$ cat src/rtl/sd_spi_pkg.sv
// Shared types and constants for the SD card SPI byte controller.
package sd_spi_pkg;
  typedef enum logic [1:0] {IDLE, LOW, HIGH, DONE} state_t;
  localparam logic [7:0] RX_RESET  = 8'hFF;
  localparam logic       MOSI_IDLE = 1'b1;
endpackage

$ cat src/rtl/sd_spi_halfcnt.sv
// Loadable down-counter that times each SCLK half-period.
module sd_spi_halfcnt #(
  parameter int W = 8
) (
  input  logic         clk,
  input  logic         clr_n,
  input  logic         load,
  input  logic         dec,
  input  logic [W-1:0] value,
  output logic         zero
);
  logic [W-1:0] cnt;

  always_ff @(posedge clk or posedge clr_n) begin
    if (clr_n)     cnt <= '0;
    else if (load) cnt <= value;
    else if (dec)  cnt <= cnt - 1'b1;
  end

  assign zero = (cnt == '0);
endmodule

$ cat src/rtl/sd_spi_byte_ctrl.sv
// SPI mode-0 byte transfer engine for the SD socket: SCLK divider, shift
// register, chip-select register and busy/done handshake.
module sd_spi_byte_ctrl
  import sd_spi_pkg::*;
#(
  parameter int   DIV_W    = 8,
  parameter logic CS_RESET = 1'b1
) (
  input  logic             clk,
  input  logic             clr_n,
  input  logic             start,
  input  logic [7:0]       tx_data,
  input  logic [DIV_W-1:0] div,
  input  logic             cs_wr,
  input  logic             cs_val,
  input  logic             miso,
  output logic             sclk,
  output logic             mosi,
  output logic             cs_n,
  output logic             busy,
  output logic             done,
  output logic [7:0]       rx_data
);
  state_t           state, state_d;
  logic [7:0]       shreg, shreg_d, rx_d;
  logic [2:0]       bitn, bitn_d;
  logic [DIV_W-1:0] div_q, div_q_d, hc_val;
  logic             rbit, rbit_d, sclk_d, mosi_d, cs_d, busy_d, done_d;
  logic             hc_load, hc_dec, hc_zero;

  sd_spi_halfcnt #(.W(DIV_W)) u_halfcnt (
    .clk   (clk),
    .clr_n (clr_n),
    .load  (hc_load),
    .dec   (hc_dec),
    .value (hc_val),
    .zero  (hc_zero)
  );

  always_ff @(posedge clk or posedge clr_n) begin
    if (clr_n) begin
      state   <= IDLE;
      shreg   <= '0;
      bitn    <= '0;
      div_q   <= '0;
      rbit    <= 1'b0;
      sclk    <= 1'b0;
      mosi    <= MOSI_IDLE;
      cs_n    <= CS_RESET;
      busy    <= 1'b0;
      done    <= 1'b0;
      rx_data <= RX_RESET;
    end else begin
      state   <= state_d;
      shreg   <= shreg_d;
      bitn    <= bitn_d;
      div_q   <= div_q_d;
      rbit    <= rbit_d;
      sclk    <= sclk_d;
      mosi    <= mosi_d;
      cs_n    <= cs_d;
      busy    <= busy_d;
      done    <= done_d;
      rx_data <= rx_d;
    end
  end

  always_comb begin
    state_d = state;
    shreg_d = shreg;
    bitn_d  = bitn;
    div_q_d = div_q;
    rbit_d  = rbit;
    sclk_d  = sclk;
    mosi_d  = mosi;
    cs_d    = cs_n;
    busy_d  = busy;
    done_d  = 1'b0;
    rx_d    = rx_data;
    hc_load = 1'b0;
    hc_dec  = 1'b0;
    hc_val  = div_q;
    unique case (state)
      IDLE: begin
        // CS write lands before the first LOW phase, giving card setup time
        if (cs_wr) cs_d = cs_val;
        if (start) begin
          shreg_d = tx_data;
          mosi_d  = tx_data[7];
          div_q_d = div;
          hc_val  = div;
          hc_load = 1'b1;
          bitn_d  = '0;
          busy_d  = 1'b1;
          state_d = LOW;
        end
      end
      LOW: begin
        if (!hc_zero) hc_dec = 1'b1;
        else begin
          sclk_d  = 1'b1;
          rbit_d  = miso;
          hc_load = 1'b1;
          state_d = HIGH;
        end
      end
      HIGH: begin
        if (!hc_zero) hc_dec = 1'b1;
        else begin
          sclk_d  = 1'b0;
          shreg_d = {shreg[6:0], rbit};
          hc_load = 1'b1;
          if (bitn == 3'd7) begin
            // done/rx_data go out with the last busy cycle
            rx_d    = {shreg[6:0], rbit};
            done_d  = 1'b1;
            mosi_d  = MOSI_IDLE;
            state_d = DONE;
          end else begin
            bitn_d  = bitn + 3'd1;
            mosi_d  = shreg[6];
            state_d = LOW;
          end
        end
      end
      DONE: begin
        busy_d  = 1'b0;
        state_d = IDLE;
      end
      default: state_d = IDLE;
    endcase
  end
endmodule

$ cat config.mk
export PLATFORM = sky130hd
export DESIGN_NAME = sd_spi_byte_ctrl
export DESIGN_NICKNAME = d
export VERILOG_FILES = /design/src/rtl/sd_spi_pkg.sv /design/src/rtl/sd_spi_halfcnt.sv /design/src/rtl/sd_spi_byte_ctrl.sv
export SDC_FILE = /design/constraint.sdc
export NUM_CORES = 1
export LEC_CHECK = 0
export CORE_MARGIN = 5
export CORE_UTILIZATION = 40
export CTS_BUF_LIST = sky130_fd_sc_hd__clkbuf_4
export CTS_CLUSTER_DIAMETER = 60
export DETAILED_ROUTE_END_ITERATION = 12
export GPL_TIMING_DRIVEN = 0
export PLACE_DENSITY = 0.6
export SLEW_MARGIN = 40
export SYNTH_ARGS = -nofsm -noshare
export SYNTH_HDL_FRONTEND = slang
export SYNTH_HIERARCHICAL = 1
export SYNTH_SLANG_ARGS = --single-unit
$ cat constraint.sdc
create_clock -name clk -period 3.35 [get_ports clk]
set_input_delay 0.335 -clock clk [delete_from_list [all_inputs] [get_ports clk]]
set_output_delay 0.335 -clock clk [all_outputs]
set_load 0.1 [all_outputs]
==> flow_metrics.py <==
metrics = {
    "status": {
        "status": "complete, no violations",
    },
    "run": {
        "maxCapViolCount": 0,
    },
    "global_route": {
        "grt_pass1_wl_microns": 7310,
        "use_met2": 0.233,
        "grt_use_met1": 0.140,
        "grt_max_degree": 35,
        "busiest_layer": "met2",
        "grt_overflow": 0,
        "grt_use_met3": 0.0375,
        "antenna_found_initial": 0,
        "grtUsageTotal": 0.127,
        "grt_pass1_vias": 1592,
    },
    "finish": {
        "postLayoutCoreUtil": 0.499,
        "fin_nets": 252,
        "antennaDiodeCount": 0,
        "syn2layout_area_growth_pct": 19.2,
        "final_cell_mix": "dfrtp_1, mux2_2, clkdlybuf4s50_1",
        "mostFrequentLayoutCell": "dfrtp_1",
        "final_cell_area_sq_um": 2590,
        "drive_above_1_share": 0.323,
    },
    "timing": {
        "drv_slew": 0,
        "worst_pin_slew_ns": 0.591,
        "finalCritPeriodShare": 0.777,
        "layout_min_cycle_time_ns": 2.60,
        "slew-limit-headroom": 0.606,
        "fmax_ghz": 0.384,
        "fin_skew_ns": 0.00687,
        "rsz0062_at_grt": "no",
        "tns_ns": 0,
        "hold_viol_final": 0,
        "setup_viol": 0,
        "setup_ws_ns": 0.747,
    },
    "synth": {
        "ys_ff_latch": 42,
        "syn_avg_cell_area_sq_um": 12.2,
        "seq_area_frac_synth": 0.489,
        "syn_inst": 178,
        "yosysTopAreaCellShare": 0.368,
        "synth.cell_area_sq_um": 2180,
        "synth_area_leaders": "dfrtp_1, mux2_2, dfstp_2, ha_1, mux2_4",
        "syn_nets": 211,
        "yosysUniqueCellTypes": 39,
        "yosys_warnings": 6,
        "synth_top_area_cell": "dfrtp_1",
    },
    "die": {
        "die-area_sq_um": 7020,
        "die_h_microns": 83.8,
        "core-area_sq_um": 5200,
        "die_x_microns": 83.8,
        "initial_utilization": 0.418,
        "rows": 26,
        "pin_count": 35,
    },
    "power": {
        "ir_drop_v": 0.000412,
        "power.density_nw_per_um2": 855,
        "totalPowerFinal_mw": 2.22,
        "power.leakage_nw": 1.17,
    },
    "place": {
        "routabilityCongestion": 0.842,
        "post_dp_cell_area_sq_um": 2540,
        "dp_hpwl_microns": 3130,
        "place_ws_ns": 0.760,
        "portBuffers": 34,
    },
    "critical_path": {
        "cpMaxStageDelayCell": "nor4_1",
        "cp.required_ns": 3.57,
        "critPathCaptureType": "flip-flop",
        "cp_max_fo": 10,
        "crit_type": "reg -> reg",
        "worstPathArrival_ns": 2.82,
        "critPathMostFrequentCell": "clkbuf_1",
        "crit_chain": "nor4_1 -> and4_1 -> buf_6 -> nand2_1 -> a21oi_1 -> clkbuf_1 -> clkbuf_1 -> o21ai_0",
        "critPathLaunchType": "flip-flop",
        "cpPeakStageDelay_ns": 0.56,
    },
    "detailed_routing": {
        "drc_errors": 0,
        "avgViaCountPerCell": 4.98,
        "firstDrtPassIters": 4,
        "wl_per_cell_microns": 14.4,
        "vias": 1445,
        "drt-initial-drc-count": 47,
        "antenna_left": 0,
        "routed_wl_microns": 4160,
    },
    "clock_network": {
        "cts_tree": "yes",
        "cts_sinks": 42,
        "clockBufferDepth": 2,
        "holdBufCountCts": 0,
        "htreeDepth": 2,
        "cts-root-buf": "clkbuf_4",
        "clock_latency_ns": 0.35,
        "cts_setup_buffers": 0,
        "cts_resized": 0,
        "cts.clk_slew.worst_paths_ns": 0.11,
        "cts_buffers": 5,
    },
    "worst_hold_path": {
        "hold_class": "in -> async",
    },
}
## per-stage QoR
step	hold WS, ns	instances
global placement	0.469	282
detailed placement	0.475	282
global route	0.289	290
CTS	0.263	290
floorplan	0.151	178
finish	0.280	290
## path summary, 6_finish.rpt
path                                         startpoint                      endpoint  slack [ns]  cells past startpoint
max in group asynchronous                         clr_n        rx_data[5]$_DFFE_PP1P_        2.60                      2
min                                               clr_n  u_halfcnt/cnt[3]$_DFFE_PP0P_        0.28                      2
max                        u_halfcnt/cnt[2]$_DFFE_PP0P_  u_halfcnt/cnt[0]$_DFFE_PP0P_        0.75                      8
min in group clk                       sclk$_DFFE_PP0P_              sclk$_DFFE_PP0P_        0.50                      2
min reg2reg                            sclk$_DFFE_PP0P_              sclk$_DFFE_PP0P_        0.50                      2
max reg2reg                u_halfcnt/cnt[2]$_DFFE_PP0P_  u_halfcnt/cnt[0]$_DFFE_PP0P_        0.75                      8
## report_power, final
| part | internal (mW) | switching, mW | total, mW |
|---|---|---|---|
| Sequential | 0.715 | 0.125 | 0.840 |
| Combinational | 0.507 | 0.629 | 1.14 |
| Clock | 0.0871 | 0.155 | 0.242 |
| Total | 1.31 | 0.908 | 2.22 |
## sequential cells by signal (all words and copies together) (netlist names)
signal / count
bitn: 3
busy: 1
cs_n: 1
div_q: 8
done: 1
mosi: 1
rbit: 1
rx_data: 8
sclk: 1
shreg: 7
state: 2
u_halfcnt/cnt: 8
## routing by layer
layer  wire length (microns)  up-vias
met5                       0        -
met4                      48        0
met3                     200        4
met2                    2180       29
met1                    1740      709
li1                        -      703
## final cells by class
class                           count  area [sq um]
Clock inverter                      2          8.76
Timing Repair Buffer               34           275
Clock buffer                        6          45.0
Multi-Input combinational cell    118          1020
Inverter                           12          46.3
Fill cell                         492          2610
Sequential cell                    42          1060
Tap cell                           70          87.6
Buffer                              6          52.6
## logic make-up after synthesis
logic type,count (synthesis),share of synthesized area
xor gates and xnor gates,4,0.0161
buffers and inverters,18,0.0448
and+or+nand+nor,43,0.112
adders and majority gates,11,0.0632
muxes,38,0.208
AOI/OAI and AO/OA,22,0.0678
DFF,42,0.489
## Yosys cell counts
master,count
mux2i_1,4
and4bb_2,1
a311oi_1,1
mux2_2,24
ha_1,11
or4_1,2
nand3b_1,1
and2_1,1
o2bb2ai_1,1
or2b_1,1
nand3_4,1
dfstp_2,10
o2111ai_2,1
a41o_1,1
o21ai_0,9
nand4_1,1
buf_6,4
a21oi_1,4
mux2_4,8
nor4_1,1
nand2b_4,1
mux2_1,2
o21bai_1,1
clkbuf_1,2
and4_1,1
nor2_1,5
nand2b_1,1
dfrtp_1,32
nor4b_1,1
nand2_1,19
nor3_1,1
nor2b_1,3
inv_1,12
xor2_1,1
a311o_1,2
nand3_1,1
a31oi_1,2
xnor2_1,3
nor3b_1,1
## critical path, delay by kind of cell, from the launching register on
kind / cells / cell delay, ns
AND/OR/NAND/NOR: 3 / 0.89
buffers and inverters: 3 / 0.84
flip-flops: 1 / 0.45
AO/OA/AOI/OAI: 2 / 0.30
(Power assumes the default switching activity.)
